### config.mk
export PLATFORM = sky130hd
export DESIGN_NAME = tt_um_pwm_capture
export DESIGN_NICKNAME = d
export VERILOG_FILES = /design/src/rtl/tt_um_pwm_capture.sv
export SDC_FILE = /design/constraint.sdc
export NUM_CORES = 1
export LEC_CHECK = 0
export CORE_UTILIZATION = 35
export CTS_CLUSTER_DIAMETER = 40
export CTS_CLUSTER_SIZE = 28
export DETAILED_ROUTE_END_ITERATION = 10
export PLACE_DENSITY = 0.64
export RECOVER_POWER = 100
export SYNTH_ARGS = -nofsm -noshare
export SYNTH_HDL_FRONTEND = slang
export SYNTH_SLANG_ARGS = --single-unit
### constraint.sdc
create_clock -name clk -period 2.7 [get_ports clk]
set_input_delay 0.54 -clock clk [delete_from_list [all_inputs] [get_ports clk]]
set_output_delay 0.54 -clock clk [all_outputs]
set_load 0.05 [all_outputs]
### src/rtl/tt_um_pwm_capture.sv
`default_nettype none
// ==== tt_um_pwm_capture : PWM high-time / period capture (optional PWM_CAP_FILTER_EN glitch filter)
// ==== Rev 1.0
module tt_um_pwm_capture (
  input  logic       clk,
  input  logic       rst_n,
  input  logic       ena,
  input  logic [7:0] ui_in,
  output logic [7:0] uo_out,
  input  logic [7:0] uio_in,
  output logic [7:0] uio_out,
  output logic [7:0] uio_oe
);

  typedef enum logic [1:0] {
    IDLE = 2'd0,
    HIGH = 2'd1,
    LOW  = 2'd2
  } state_t;

  logic       sync1_q, sync2_q, prev_q;
  logic       pwm_s, rise, sel, clr;
  state_t     state_q, state_d;
  logic [7:0] period_cnt_q, period_cnt_d;
  logic [7:0] high_cnt_q, high_cnt_d;
  logic [7:0] period_q, period_d;
  logic [7:0] high_q, high_d;
  logic       valid_q, valid_d;
  logic       timeout_q, timeout_d;
  logic       unused;

  assign sel    = ui_in[1];
  assign clr    = ui_in[2];
  assign unused = ^{ui_in[7:3], uio_in};

  always_ff @(posedge clk or negedge rst_n) begin
    if (!rst_n) begin
      sync1_q <= 1'b0;
      sync2_q <= 1'b0;
      prev_q  <= 1'b0;
    end else begin
      sync1_q <= ui_in[0];
      sync2_q <= sync1_q;
      prev_q  <= pwm_s;
    end
  end

`ifdef PWM_CAP_FILTER_EN
  logic hist1_q, hist2_q, filt_q;

  always_ff @(posedge clk or negedge rst_n) begin
    if (!rst_n) begin
      hist1_q <= 1'b0;
      hist2_q <= 1'b0;
      filt_q  <= 1'b0;
    end else begin
      hist1_q <= sync2_q;
      hist2_q <= hist1_q;
      filt_q  <= pwm_s;
    end
  end

  // Three equal samples pass straight through, so a settled level is seen without waiting for filt_q.
  assign pwm_s = ((sync2_q == hist1_q) && (hist1_q == hist2_q)) ? sync2_q : filt_q;
`else
  assign pwm_s = sync2_q;
`endif

  assign rise = pwm_s & ~prev_q;

  always_ff @(posedge clk or negedge rst_n) begin
    if (!rst_n) begin
      state_q      <= IDLE;
      period_cnt_q <= 8'd0;
      high_cnt_q   <= 8'd0;
      period_q     <= 8'd0;
      high_q       <= 8'd0;
      valid_q      <= 1'b0;
      timeout_q    <= 1'b0;
    end else begin
      state_q      <= state_d;
      period_cnt_q <= period_cnt_d;
      high_cnt_q   <= high_cnt_d;
      period_q     <= period_d;
      high_q       <= high_d;
      valid_q      <= valid_d;
      timeout_q    <= timeout_d;
    end
  end

  always_comb begin
    state_d      = state_q;
    period_cnt_d = period_cnt_q;
    high_cnt_d   = high_cnt_q;
    period_d     = period_q;
    high_d       = high_q;
    valid_d      = valid_q;
    timeout_d    = timeout_q;
    if (clr) begin
      state_d   = IDLE;
      period_d  = 8'd0;
      high_d    = 8'd0;
      valid_d   = 1'b0;
      timeout_d = 1'b0;
    end else if (!ena) begin
      state_d = IDLE;
    end else if (rise) begin
      state_d      = HIGH;
      period_cnt_d = 8'd1;
      high_cnt_d   = 8'd1;
      // A rise out of IDLE only opens a measurement window.
      if (state_q != IDLE) begin
        period_d  = period_cnt_q;
        high_d    = high_cnt_q;
        valid_d   = 1'b1;
        timeout_d = 1'b0;
      end
    end else begin
      case (state_q)
        HIGH, LOW: begin
          if (period_cnt_q == 8'hFF) begin
            state_d   = IDLE;
            valid_d   = 1'b0;
            timeout_d = 1'b1;
          end else begin
            period_cnt_d = period_cnt_q + 8'd1;
            if (state_q == HIGH) begin
              if (pwm_s) high_cnt_d = high_cnt_q + 8'd1;
              else       state_d    = LOW;
            end
          end
        end
        IDLE:    ;
        default: state_d = IDLE;
      endcase
    end
  end

  assign uo_out  = sel ? period_q : high_q;
  assign uio_out = {5'b00000, pwm_s, timeout_q, valid_q};
  assign uio_oe  = 8'h07;

endmodule
`default_nettype wire
Word level (Yosys, flattened, before mapping)

Index checks and enable logic that the tools add are counted.

Reduce and logical (&&, ||, !) cells: 16
Bitwise logic cells: 3
Mux-type cells: 36
Equality and inequality tests: 8
Add/subtract/negate cells: 2

Operator list:

| operator            | count |
|---|---|
| $mux 8              | 17 |
| $add 8x1->8 const B | 2 |
| $reduce_bool 2->1   | 7 |
| $mux 1              | 12 |
| $mux 2              | 6 |
| $ne 6x6->1 const B  | 2 |
| $eq 8x8->1 const B  | 1 |
| $reduce_and 4->1    | 2 |
| $reduce_and 3->1    | 2 |
| $reduce_and 6->1    | 1 |
| $reduce_bool 3->1   | 2 |
| $ne 4x4->1 const B  | 1 |
| $pmux 2 s2          | 1 |
| $ne 3x2->1 const B  | 1 |
| $eq 2x1->1 const B  | 1 |
| $eq 2x2->1 const B  | 1 |
| $logic_not 2->1     | 1 |
| $ne 2x2->1 const B  | 1 |
| $not 1->1           | 2 |
| $reduce_or 2->1     | 1 |
| $and 1x1->1         | 1 |

Output and inout bits: 24
Register bits after elaboration: 39
Logic and storage cells: 75
Bits of input ports: 19

Logic depth before layout (Yosys ltp)

Gate-level depths: netlist (run 1).

Depth in word-level cells: 7
Gate-level depth with buffers: 6
Depth with buffers taken out: 6

Worst setup path after synthesis (run 1)

OpenSTA, ideal clock, no wires.

Path kind: in2out
From: in ui_in[1]
To: out uo_out[0]
Required time: 2160 ps
Buffers on the path: 1
Cell stages on the path: 2
Arrival: 1301 ps
Setup slack: 859 ps
Cell sequence: clkbuf_1 mux2_2

Word-level cells in the longest chain between the ends: 1

RTL lines:

| item               | RTL line | RTL |
|---|---|---|
| start: declaration | 8        | `input logic [7:0] ui_in,` |
| $mux 8             | 139      | `assign uo_out = sel ? period_q : high_q;` |
| end: declaration   | 9        | `output logic [7:0] uo_out,` |

No other way between the ends.

Final worst setup path (run 1)

From: in ui_in[1]
To: out uo_out[2]

Same word-level chain as after synthesis.

==> reports/qor.json, run 1 <==
{
  "antennaDiodeCount": {"value": 0},
  "critical_path.max_fanout": {"value": 8},
  "setup_repair_after_global_routing_missed_its_margin": {"value": "no"},
  "clock_tree_from_tritoncts": {"value": "done"},
  "outcome": {"value": "finished with violations"},
  "async_reset_ff_share": {"value": 100, "unit": "%"},
  "synthesis.area_per_instance": {"value": 10.7, "unit": "sq um"},
  "endpoint": {"value": "uo_out[2]"},
  "clock_power_share": {"value": 42.1, "unit": "%"},
  "fin_crit_sh": {"value": 92.1, "unit": "%"},
  "initialDrtViolationCount": {"value": 47},
  "cts_max_path_buffers": {"value": 2},
  "p_switching": {"value": 0.349, "unit": "mW"},
  "timing_hold_violations_final": {"value": 0},
  "ys_top_cells_by_count": {"value": "sky130_fd_sc_hd__dfrtp_1 (39), sky130_fd_sc_hd__buf_4 (18), sky130_fd_sc_hd__a22o_1 (16)"},
  "port_buffers": {"value": 16},
  "drive_above_1_share": {"value": 14.6, "unit": "%"},
  "detail_route.vias_per_cell": {"value": 5.22},
  "critical_path.slowest_cell": {"value": "sky130_fd_sc_hd__dlygate4sd3_1"},
  "worst_setup_path_startpoint": {"value": "ui_in[1]"},
  "post-cts-setup-buffer-count": {"value": 0},
  "grt_antenna_before_repair": {"value": 0},
  "synth_top_area_cell": {"value": "sky130_fd_sc_hd__dfrtp_1"},
  "cts-buffers-inserted": {"value": 5},
  "post_cts_resized": {"value": 0},
  "slowest_delay": {"value": 770, "unit": "ps"},
  "setup_slack": {"value": 213, "unit": "ps"},
  "placed_cells_incl_taps": {"value": 277},
  "finClkSkew": {"value": 5.87, "unit": "ps"},
  "setup_violating_endpoint_count_in_the_final_report": {"value": 0},
  "grt_first_pass_wirelength": {"value": 7270, "unit": "microns"},
  "post_synth_num_cell_types": {"value": 41},
  "fin_area": {"value": 0.00229, "unit": "sq mm"},
  "yosysSeqAreaShare": {"value": 46.5, "unit": "%"},
  "cts.sinks": {"value": 39},
  "timing.fmax": {"value": 402, "unit": "MHz"},
  "worstSkewPairLatency": {"value": 300, "unit": "ps"},
  "core_region_area": {"value": 0.00564, "unit": "sq mm"},
  "cts_max_level": {"value": 2},
  "via_count": {"value": 1489},
  "hpwlAfterDp": {"value": 2970, "unit": "microns"},
  "design.die.area": {"value": 0.00631, "unit": "sq mm"},
  "synth_top_area_share": {"value": 46.5, "unit": "%"},
  "worstPathBufferInverterCount": {"value": 2},
  "global_route.overflow_total": {"value": 0},
  "pwr-share-comb": {"value": 11.1, "unit": "%"},
  "grt_pass1_vias": {"value": 1452},
  "clockRootBuffer": {"value": "sky130_fd_sc_hd__clkbuf_8"},
  "violated_checks": {"value": "capacitance limit, slew limit"},
  "finish.cell_count_without_fillers": {"value": 285},
  "dp_slack": {"value": 319, "unit": "ps"},
  "critPathKind": {"value": "primary input to output port"},
  "netSwitchingFraction": {"value": 25.5, "unit": "%"},
  "synth_cells": {"value": 197},
  "final_core_util": {"value": 40.7, "unit": "%"},
  "timing_max_transition_violations_final": {"value": 40},
  "yosysWarnings": {"value": 0},
  "reg2reg_slack": {"value": 520, "unit": "ps"},
  "worst_slew_pin_slew": {"value": 2070, "unit": "ps"},
  "finalWeightedCongestion": {"value": 0.776},
  "cellPowerDensity": {"value": 596, "unit": "mW/mm^2"},
  "critical_path_depth": {"value": 3},
  "wirelength": {"value": 4260, "unit": "microns"},
  "ys_ff_latch": {"value": 39},
  "drt_first_pass_iters": {"value": 5},
  "fp.dieH": {"value": 79.5, "unit": "microns"},
  "cts_stage_hold_buffer_count": {"value": 0},
  "static-leakage-power": {"value": 1.05, "unit": "nW"},
  "starting_utilization_of_the_core_area": {"value": 37.2, "unit": "%"},
  "pin_count": {"value": 43},
  "crit_arrival": {"value": 1950, "unit": "ps"},
  "grt_max_degree": {"value": 40},
  "worst_r2r_endpoint": {"value": "high_cnt_q[0]"},
  "synth_area_leaders": {"value": "sky130_fd_sc_hd__dfrtp_1 (46%), sky130_fd_sc_hd__a22o_1 (6.7%), sky130_fd_sc_hd__buf_4 (6.4%)"},
  "worst-r2r-cell-count": {"value": 5},
  "max-vdd-ir-drop": {"value": 0.303, "unit": "mV"},
  "sequentialPowerShare": {"value": 46.8, "unit": "%"},
  "slew_headroom": {"value": -38.3, "unit": "%"},
  "crit-reg2reg-launch": {"value": "state_q[0]"},
  "clkSlewWorstSetupHoldPaths": {"value": 80, "unit": "ps"},
  "hp-class": {"value": "register to register"},
  "cellInternalPower": {"value": 1.02, "unit": "mW"},
  "worstSetupEndpointType": {"value": "output port"},
  "ys.flop_type": {"value": "sky130_fd_sc_hd__dfrtp_1"},
  "mappedNetlistArea": {"value": 0.00210, "unit": "sq mm"},
  "drcViolationCount": {"value": 0},
  "chipWidth": {"value": 79.5, "unit": "microns"},
  "library_cell_with_the_highest_instance_count_after_synthesis": {"value": "sky130_fd_sc_hd__dfrtp_1"},
  "flow.area_growth_from_synthesis": {"value": 9.30, "unit": "%"},
  "timing.critical_path.cells": {"value": "dlygate4sd3_1 -> mux2_2 -> clkbuf_2"},
  "row_count": {"value": 27},
  "routedWlPerCell": {"value": 14.9, "unit": "microns"},
  "required": {"value": 2160, "unit": "ps"},
  "route.antenna.remaining_nets": {"value": 0},
  "maxcap_violations": {"value": 1},
  "dpl-instance-area": {"value": 0.00223, "unit": "sq mm"},
  "fin_tns_setup": {"value": 0, "unit": "ps"},
  "cp-start-kind": {"value": "primary input"},
  "grt_usage": {"value": 15.1, "unit": "%"},
  "path_delay_family": {"value": "buffers and inverters"},
  "finish.net_count": {"value": 236},
  "synth_edf_count": {"value": 0},
  "layout_min_cycle_time": {"value": 2490, "unit": "ps"}
}
[power groups by stage]
| stage | Clock (mW) | Sequential (mW) | Combinational, mW |
|---|---|---|---|
| floorplan | 0 | 0.639 | 0.137 |
| global placement | 0 | 0.650 | 0.156 |
| detailed placement | 0 | 0.651 | 0.158 |
| CTS | 0.591 | 0.640 | 0.160 |
| global route | 0.616 | 0.644 | 0.168 |
| finish | 0.576 | 0.640 | 0.151 |
[routing by layer]
metal / vias to the layer above / wire, microns / global-route usage, %
li1: 722 / - / -
met1: 719 / 2170 / 21.4
met2: 42 / 1850 / 21.8
met3: 6 / 190 / 3.54
met4: 0 / 51 / 6.36
met5: - / 0 / 0
[layout make-up]
class                           instances  area, sq um
Clock buffer                            6         72.6
Clock inverter                          2         60.1
Fill cell                             565         3350
Inverter                                7         26.3
Multi-Input combinational cell        139          931
Sequential cell                        39          976
Tap cell                               72         90.1
Timing Repair Buffer                   20          139
[how the worst min path moves through the flow]
stage                     startpoint             to  slack, ps  cells after the start
after floorplan                rst_n  high_cnt_q[0]        240                      0
after global placement       sync1_q          pwm_s        330                      0
after detailed placement     sync1_q          pwm_s        330                      0
after CTS                    sync1_q          pwm_s        350                      0
after global routing         sync1_q          pwm_s        360                      0
final                        sync1_q          pwm_s        350                      0
[cells by family (layout without fill, tap and decap cells)]
family                     Yosys count  count (layout)  share of synthesized area (%)
buffers and inverters               30              35                           9.06
and+or+nand+nor                     58              58                           15.9
adders and majority gates            5               5                           2.98
AOI/OAI and AO/OA                   51              51                           19.1
DFF                                 39              39                           46.5
other                                2              13                          0.358
muxes                               12              12                           6.20
[state kept, by name, summed over array words and instances (netlist names)]
name and flops:
high_cnt_q 8, high_q 8, period_cnt_q 8, period_q 8
state_q 2, prev_q 1, pwm_s 1, sync1_q 1
timeout_q 1, valid_q 1
[stage by stage]
stage          hold slack (ps)  power, mW
3_3_place_gp               333      0.806
3_5_place_dp               335      0.809
2_1_floorplan              244      0.776
4_1_cts                    353       1.39
5_1_grt                    364       1.43
6_report                   353       1.37
[cells in the final DEF, fill, tap and decap left out, types with 3 or more instances in the layout]
cell,instances
sky130_fd_sc_hd__dfrtp_1,39
sky130_fd_sc_hd__a31oi_1,5
sky130_fd_sc_hd__ha_1,5
sky130_fd_sc_hd__conb_1,13
sky130_fd_sc_hd__clkbuf_1,4
sky130_fd_sc_hd__mux2i_1,4
sky130_fd_sc_hd__inv_1,7
sky130_fd_sc_hd__nand4_1,5
sky130_fd_sc_hd__buf_4,3
sky130_fd_sc_hd__or3_1,3
sky130_fd_sc_hd__o21ai_0,6
sky130_fd_sc_hd__clkbuf_2,7
sky130_fd_sc_hd__nand2_1,12
sky130_fd_sc_hd__mux2_2,8
sky130_fd_sc_hd__nand3_1,14
sky130_fd_sc_hd__a22o_1,16
sky130_fd_sc_hd__o21a_1,4
sky130_fd_sc_hd__nand2b_1,7
sky130_fd_sc_hd__a21oi_1,8
sky130_fd_sc_hd__nor2_1,5
sky130_fd_sc_hd__and3_1,3
sky130_fd_sc_hd__clkbuf_8,5
sky130_fd_sc_hd__dlygate4sd3_1,6
Power figures use the tool's default switching activity.
==> inputs of run 2 (changes only) <==
- ABC_CLOCK_PERIOD_IN_PS: unset -> 2700
- CORE_ASPECT_RATIO: unset -> 0.7
==> run 2 against run 1 <==
The flow still finishes with violations (capacitance limit, slew limit). Final cell count grew 1.1%. Clock-buffer cell count is the same. Cell area shrank 0.76%. Die area is essentially flat. Register-to-register slack lost 60 ps. Global-route usage grew 0.70 points. Core utilization shrank 1.1 points. Critical endpoint unchanged.
==> reports/qor.json, run 2 (synthesis gave the netlist of run 1 again) <==
{
  "outcome": {"value": "finished with violations", "change": "unchanged"},
  "design.die.area": {"value": 0.00632, "unit": "sq mm", "change": "was 0.00631 sq mm"},
  "post_cts_resized": {"value": 0, "change": "unchanged"},
  "drt_first_pass_iters": {"value": 4, "change": "was 5"},
  "hp-class": {"value": "register to register", "change": "unchanged"},
  "grt_pass1_vias": {"value": 1401, "change": "was 1,452"},
  "critical_path.max_fanout": {"value": 8, "change": "unchanged"},
  "setup_repair_after_global_routing_missed_its_margin": {"value": "no", "change": "unchanged"},
  "cp-start-kind": {"value": "primary input", "change": "unchanged"},
  "clockRootBuffer": {"value": "sky130_fd_sc_hd__clkbuf_8", "change": "unchanged"},
  "clock_tree_from_tritoncts": {"value": "done", "change": "unchanged"},
  "flow.area_growth_from_synthesis": {"value": 8.46, "unit": "%", "change": "was 9.30%"},
  "finish.net_count": {"value": 236, "change": "unchanged"},
  "pin_count": {"value": 43, "change": "unchanged"},
  "antennaDiodeCount": {"value": 0, "change": "unchanged"},
  "grt_max_degree": {"value": 40, "change": "unchanged"},
  "fin_tns_setup": {"value": 0, "unit": "ps", "change": "unchanged"},
  "setup_violating_endpoint_count_in_the_final_report": {"value": 0, "change": "unchanged"},
  "slew_headroom": {"value": -39.0, "unit": "%", "change": "was -38.3%"},
  "timing.fmax": {"value": 400, "unit": "MHz", "change": "was 402 MHz"},
  "fp.dieH": {"value": 66.8, "unit": "microns", "change": "was 79.5 microns"},
  "row_count": {"value": 23, "change": "was 27"},
  "global_route.overflow_total": {"value": 0, "change": "unchanged"},
  "port_buffers": {"value": 16, "change": "unchanged"},
  "core_region_area": {"value": 0.00576, "unit": "sq mm", "change": "was 0.00564 sq mm"},
  "cts-buffers-inserted": {"value": 5, "change": "unchanged"},
  "placed_cells_incl_taps": {"value": 280, "change": "was 277"},
  "fin_crit_sh": {"value": 92.5, "unit": "%", "change": "was 92.1%"},
  "detail_route.vias_per_cell": {"value": 5.26, "change": "was 5.22"},
  "max-vdd-ir-drop": {"value": 0.183, "unit": "mV", "change": "was 0.303 mV"},
  "via_count": {"value": 1514, "change": "was 1,489"},
  "grt_first_pass_wirelength": {"value": 7270, "unit": "microns", "change": "unchanged"},
  "grt_antenna_before_repair": {"value": 0, "change": "unchanged"},
  "cts_max_path_buffers": {"value": 2, "change": "unchanged"},
  "static-leakage-power": {"value": 1.03, "unit": "nW", "change": "was 1.05 nW"},
  "chipWidth": {"value": 94.6, "unit": "microns", "change": "was 79.5 microns"},
  "finClkSkew": {"value": 4.83, "unit": "ps", "change": "was 5.87 ps"},
  "most-common-layout-cells": {"value": "sky130_fd_sc_hd__dfrtp_1 (39), sky130_fd_sc_hd__a22o_1 (16), sky130_fd_sc_hd__nand3_1 (15)", "change": "was sky130_fd_sc_hd__dfrtp_1 (39), sky130_fd_sc_hd__a22o_1 (16), sky130_fd_sc_hd__nand3_1 (14)"},
  "post-cts-setup-buffer-count": {"value": 0, "change": "unchanged"},
  "finalWeightedCongestion": {"value": 0.779, "change": "was 0.776"},
  "grt_usage": {"value": 15.8, "unit": "%", "change": "was 15.1%"},
  "critPathKind": {"value": "primary input to output port", "change": "unchanged"},
  "initialDrtViolationCount": {"value": 113, "change": "was 47"},
  "layout_min_cycle_time": {"value": 2500, "unit": "ps", "change": "was 2490 ps"},
  "cts_stage_hold_buffer_count": {"value": 0, "change": "unchanged"},
  "setup_slack": {"value": 203, "unit": "ps", "change": "was 213 ps"},
  "required": {"value": 2160, "unit": "ps", "change": "about the same"},
  "crit_arrival": {"value": 1960, "unit": "ps", "change": "was 1950 ps"},
  "hpwlAfterDp": {"value": 3080, "unit": "microns", "change": "was 2970 microns"},
  "drive_above_1_share": {"value": 13.6, "unit": "%", "change": "was 14.6%"},
  "maxcap_violations": {"value": 1, "change": "unchanged"},
  "worstSetupEndpointType": {"value": "output port", "change": "unchanged"},
  "dp_slack": {"value": 332, "unit": "ps", "change": "was 319 ps"},
  "cts_max_level": {"value": 2, "change": "unchanged"},
  "clkSlewWorstSetupHoldPaths": {"value": 70, "unit": "ps", "change": "was 80 ps"},
  "route.antenna.remaining_nets": {"value": 0, "change": "unchanged"},
  "hold_ws": {"value": 353, "unit": "ps", "change": "about the same"},
  "wirelength": {"value": 4370, "unit": "microns", "change": "was 4260 microns"},
  "routedWlPerCell": {"value": 15.2, "unit": "microns", "change": "was 14.9 microns"},
  "finish.cell_count_without_fillers": {"value": 288, "change": "was 285"},
  "timing_hold_violations_final": {"value": 0, "change": "unchanged"},
  "cellPowerDensity": {"value": 519, "unit": "mW/mm^2", "change": "was 596 mW/mm^2"},
  "mostFrequentLayoutCell": {"value": "sky130_fd_sc_hd__dfrtp_1", "change": "unchanged"},
  "worst_slew_pin_slew": {"value": 2090, "unit": "ps", "change": "was 2070 ps"},
  "drcViolationCount": {"value": 0, "change": "unchanged"},
  "violated_checks": {"value": "capacitance limit, slew limit", "change": "unchanged"},
  "worstSkewPairLatency": {"value": 300, "unit": "ps", "change": "about the same"},
  "cts.sinks": {"value": 39, "change": "unchanged"},
  "timing_max_transition_violations_final": {"value": 40, "change": "unchanged"},
  "starting_utilization_of_the_core_area": {"value": 36.5, "unit": "%", "change": "was 37.2%"}
}
-- run 2: worst paths after layout --
check / cells after the start / slack (ps) / end / from
setup / recovery: 3 / 200 / uo_out[2] / ui_in[1]
hold / removal: 0 / 350 / pwm_s / sync1_q
setup reg to reg: 5 / 460 / high_cnt_q[0] / state_q[0]
hold reg to reg: 0 / 350 / pwm_s / sync1_q
max in group asynchronous: 1 / 670 / period_cnt_q[2] / rst_n
min in group asynchronous: 1 / 840 / period_q[7] / rst_n
-- run 2: power by group --
part	switching, mW	leakage, nW	internal (mW)
Clock	0.209	0.0412	0.181
Sequential	0.0364	0.521	0.605
Combinational	0.109	0.466	0.0421
Total	0.354	1.03	0.828
-- run 2: critical path, cell delays in order --
cell                            delay, ps
sky130_fd_sc_hd__dlygate4sd3_1        780
sky130_fd_sc_hd__mux2_2               400
sky130_fd_sc_hd__clkbuf_2             240
-- run 2: routing by layer --
metal	global-route usage, %	vias up	part of all wire, %
met1	24.1	748	54
met2	20.1	41	38
met3	4.22	8	6.9
met5	0	-	0
li1	-	717	-
met4	6.82	0	1.5
-- run 2: cell type report --
cell class | count | area [sq um]
inverter | 7 | 26.3
timing repair buffer | 20 | 154
tap | 75 | 93.8
sequential | 39 | 976
fill | 592 | 3480
clock buffer | 6 | 72.6
multi-input combinational | 139 | 942
clock inverter | 2 | 12.5
-- run 2: metrics by stage --
stage | cell area (sq um) | power, mW | util (%)
2_1_floorplan | 2140 | 0.776 | -
3_3_place_gp | 2250 | 0.808 | 39.1
3_5_place_dp | 2250 | 0.811 | 39.1
4_1_cts | 2330 | 1.21 | 40.5
5_1_grt | 2280 | 1.26 | 39.6
6_report | 2280 | 1.18 | 39.6
==> inputs of run 3 (changes only) <==
- CTS_CLUSTER_DIAMETER: 40 -> 60
- GPL_TIMING_DRIVEN: unset -> 0
==> run 3 against run 2 <==
The run still ends with capacitance limit, slew limit left. Sequential cell count did not move. Die area did not move. Clock skew rose by 0.95 ps. Combinational power rose by 14%. First-iteration DRC count rose by 9.7%. Power rose by 11%. Clock-buffer cell count fell by 1. Fmax fell by 3.1%. Critical endpoint is now uo_out[6]. Highest routed layer unchanged.
==> reports/qor.json, run 3 (synthesis gave the netlist of run 1 again) <==
{
  "outcome": {"value": "finished with violations", "change": "unchanged"},
  "violated_checks": {"value": "capacitance limit, slew limit", "change": "unchanged"},
  "max-vdd-ir-drop": {"value": 0.221, "unit": "mV", "change": "was 0.183 mV"},
  "fill_cells": {"value": 553, "change": "was 592"},
  "starting_utilization_of_the_core_area": {"value": 36.5, "unit": "%", "change": "unchanged"},
  "crit_arrival": {"value": 2040, "unit": "ps", "change": "was 1960 ps"},
  "detail_route.vias_per_cell": {"value": 5.05, "change": "was 5.26"},
  "power.total": {"value": 1.31, "unit": "mW", "change": "was 1.18 mW"},
  "hp-class": {"value": "register to register", "change": "unchanged"},
  "cts.sinks": {"value": 39, "change": "unchanged"},
  "grt_first_pass_wirelength": {"value": 7290, "unit": "microns", "change": "was 7270 microns"},
  "required": {"value": 2160, "unit": "ps", "change": "about the same"},
  "drive_above_1_share": {"value": 18.2, "unit": "%", "change": "was 13.6%"},
  "global_route.overflow_total": {"value": 0, "change": "unchanged"},
  "antennaDiodeCount": {"value": 0, "change": "unchanged"},
  "area.sequential": {"value": 976, "unit": "sq um", "change": "unchanged"},
  "final_core_util": {"value": 43.0, "unit": "%", "change": "was 39.6%"},
  "timing.critical_path.cells": {"value": "clkbuf_1 -> mux2_2 -> dlygate4sd3_1", "change": "was dlygate4sd3_1 -> mux2_2 -> clkbuf_2"},
  "critical_path.slowest_cell": {"value": "sky130_fd_sc_hd__dlygate4sd3_1", "change": "unchanged"},
  "grt_max_degree": {"value": 40, "change": "unchanged"},
  "worst_r2r_endpoint": {"value": "high_q[6]", "change": "was high_cnt_q[0]"},
  "design.die.area": {"value": 0.00632, "unit": "sq mm", "change": "unchanged"},
  "clockRootBuffer": {"value": "sky130_fd_sc_hd__clkbuf_8", "change": "unchanged"},
  "dp_slack": {"value": 172, "unit": "ps", "change": "was 332 ps"},
  "slew_headroom": {"value": -38.8, "unit": "%", "change": "was -39.0%"},
  "area_used_by_multi_input_combinational_logic": {"value": 965, "unit": "sq um", "change": "was 942 sq um"},
  "critPathKind": {"value": "primary input to output port", "change": "unchanged"},
  "worst_slew_pin_slew": {"value": 2080, "unit": "ps", "change": "was 2090 ps"},
  "post-cts-setup-buffer-count": {"value": 0, "change": "unchanged"},
  "setup_repair_after_global_routing_missed_its_margin": {"value": "no", "change": "unchanged"},
  "fin_crit_sh": {"value": 95.5, "unit": "%", "change": "was 92.5%"},
  "pin_count": {"value": 43, "change": "unchanged"},
  "drcViolationCount": {"value": 0, "change": "unchanged"},
  "worstSetupEndpointType": {"value": "output port", "change": "unchanged"},
  "timing_max_transition_violations_final": {"value": 40, "change": "unchanged"},
  "routedWlPerCell": {"value": 14.4, "unit": "microns", "change": "was 15.2 microns"},
  "chipWidth": {"value": 94.6, "unit": "microns", "change": "unchanged"},
  "finish.net_count": {"value": 254, "change": "was 236"},
  "layout_min_cycle_time": {"value": 2580, "unit": "ps", "change": "was 2500 ps"},
  "grt_antenna_before_repair": {"value": 0, "change": "unchanged"},
  "endpoint": {"value": "uo_out[6]", "change": "was uo_out[2]"},
  "finish.cell_count_without_fillers": {"value": 306, "change": "was 288"},
  "clock_tree_from_tritoncts": {"value": "done", "change": "unchanged"},
  "timing_hold_violations_final": {"value": 0, "change": "unchanged"},
  "timing.fmax": {"value": 388, "unit": "MHz", "change": "was 400 MHz"},
  "worst_setup_path_startpoint": {"value": "ui_in[1]", "change": "unchanged"},
  "setup_violating_endpoint_count_in_the_final_report": {"value": 0, "change": "unchanged"},
  "fin_tns_setup": {"value": 0, "unit": "ps", "change": "unchanged"},
  "cts_max_path_buffers": {"value": 2, "change": "unchanged"},
  "core_region_area": {"value": 0.00576, "unit": "sq mm", "change": "unchanged"},
  "row_count": {"value": 23, "change": "unchanged"},
  "cellPowerDensity": {"value": 528, "unit": "mW/mm^2", "change": "was 519 mW/mm^2"},
  "port_buffers": {"value": 15, "change": "was 16"},
  "flow.area_growth_from_synthesis": {"value": 17.9, "unit": "%", "change": "was 8.46%"},
  "finClkSkew": {"value": 5.78, "unit": "ps", "change": "was 4.83 ps"},
  "wirelength": {"value": 4400, "unit": "microns", "change": "was 4370 microns"},
  "reg2reg_slack": {"value": 540, "unit": "ps", "change": "was 460 ps"},
  "hold_ws": {"value": 351, "unit": "ps", "change": "was 353 ps"},
  "cts_max_level": {"value": 2, "change": "unchanged"},
  "cts_stage_hold_buffer_count": {"value": 0, "change": "unchanged"},
  "drt_first_pass_iters": {"value": 4, "change": "unchanged"},
  "crit-reg2reg-launch": {"value": "state_q[0]", "change": "unchanged"},
  "placed_cells_incl_taps": {"value": 298, "change": "was 280"},
  "route.antenna.remaining_nets": {"value": 0, "change": "unchanged"},
  "grt_usage": {"value": 15.9, "unit": "%", "change": "was 15.8%"},
  "worst-r2r-cell-count": {"value": 6, "change": "was 5"},
  "fp.dieH": {"value": 66.8, "unit": "microns", "change": "unchanged"},
  "mostFrequentLayoutCell": {"value": "sky130_fd_sc_hd__dfrtp_1", "change": "unchanged"},
  "dpl-instance-area": {"value": 0.00238, "unit": "sq mm", "change": "was 0.00225 sq mm"},
  "post_cts_resized": {"value": 0, "change": "unchanged"},
  "static-leakage-power": {"value": 1.13, "unit": "nW", "change": "was 1.03 nW"},
  "initialDrtViolationCount": {"value": 124, "change": "was 113"},
  "via_count": {"value": 1544, "change": "was 1,514"},
  "finalWeightedCongestion": {"value": 0.803, "change": "was 0.779"},
  "critical_path.max_fanout": {"value": 8, "change": "unchanged"},
  "setup_slack": {"value": 122, "unit": "ps", "change": "was 203 ps"},
  "most-common-layout-cells": {"value": "sky130_fd_sc_hd__dfrtp_1 (39), sky130_fd_sc_hd__buf_4 (17), sky130_fd_sc_hd__a22o_1 (16)", "change": "was sky130_fd_sc_hd__dfrtp_1 (39), sky130_fd_sc_hd__a22o_1 (16), sky130_fd_sc_hd__nand3_1 (15)"},
  "maxcap_violations": {"value": 1, "change": "unchanged"},
  "clkSlewWorstSetupHoldPaths": {"value": 80, "unit": "ps", "change": "was 70 ps"},
  "cp-start-kind": {"value": "primary input", "change": "unchanged"},
  "cts-buffers-inserted": {"value": 5, "change": "unchanged"},
  "hpwlAfterDp": {"value": 3180, "unit": "microns", "change": "was 3080 microns"},
  "slowest_delay": {"value": 760, "unit": "ps", "change": "was 780 ps"},
  "fin_area": {"value": 0.00247, "unit": "sq mm", "change": "was 0.00228 sq mm"},
  "grt_pass1_vias": {"value": 1392, "change": "was 1,401"},
  "worstSkewPairLatency": {"value": 300, "unit": "ps", "change": "about the same"}
}
==> run 3: cell count changes in the layout (fill, tap and decap cells not counted), moves of 2 or more <==
| cell | previous run | this run |
|---|---|---|
| sky130_fd_sc_hd__buf_4 | 3 | 17 |
| sky130_fd_sc_hd__clkbuf_1 | 4 | 6 |
| sky130_fd_sc_hd__clkbuf_2 | 6 | 0 |
| sky130_fd_sc_hd__clkdlybuf4s50_1 | 1 | 6 |
| sky130_fd_sc_hd__dlygate4sd3_1 | 6 | 8 |
| sky130_fd_sc_hd__nand3_1 | 15 | 13 |
| sky130_fd_sc_hd__nand3_2 | 0 | 2 |
==> run 3: power breakdown <==
part	internal (mW)	switching, mW	leakage [nW]	total (mW)
registers	0.605	0.0372	0.521	0.642
logic	0.0584	0.113	0.552	0.172
clock network	0.275	0.217	0.0581	0.492
total	0.938	0.368	1.13	1.31
==> run 3: critical path, delay by kind of cell <==
kind                   cells  cell delay, ps
muxes                      1             390
buffers and inverters      2            1110
==> run 3: how the worst min path moves through the flow <==
stage,start,end,slack [ps],cells after the start
after floorplan,rst_n,high_cnt_q[0],240,0
after global placement,sync1_q,pwm_s,330,0
after detailed placement,sync1_q,pwm_s,340,0
after CTS,sync1_q,pwm_s,360,0
after global routing,sync1_q,pwm_s,360,0
final,sync1_q,pwm_s,350,0
==> run 3: per-layer routing <==
layer	global-route usage, %	vias up	wire (microns)
met2	19.0	47	1630
met1	25.9	733	2500
li1	-	757	-
met4	5.68	0	55
met5	0	-	0
met3	4.11	7	216
==> run 3: cell type report <==
type	count	share of cell area, %
flip-flops and latches	39	39.4
multi-input cells	139	39.0
plain buffers	23	6.37
repair buffers	15	5.81
well taps	75	3.79
clock buffers	5	2.78
clock inverters	3	1.77
inverters	7	1.06
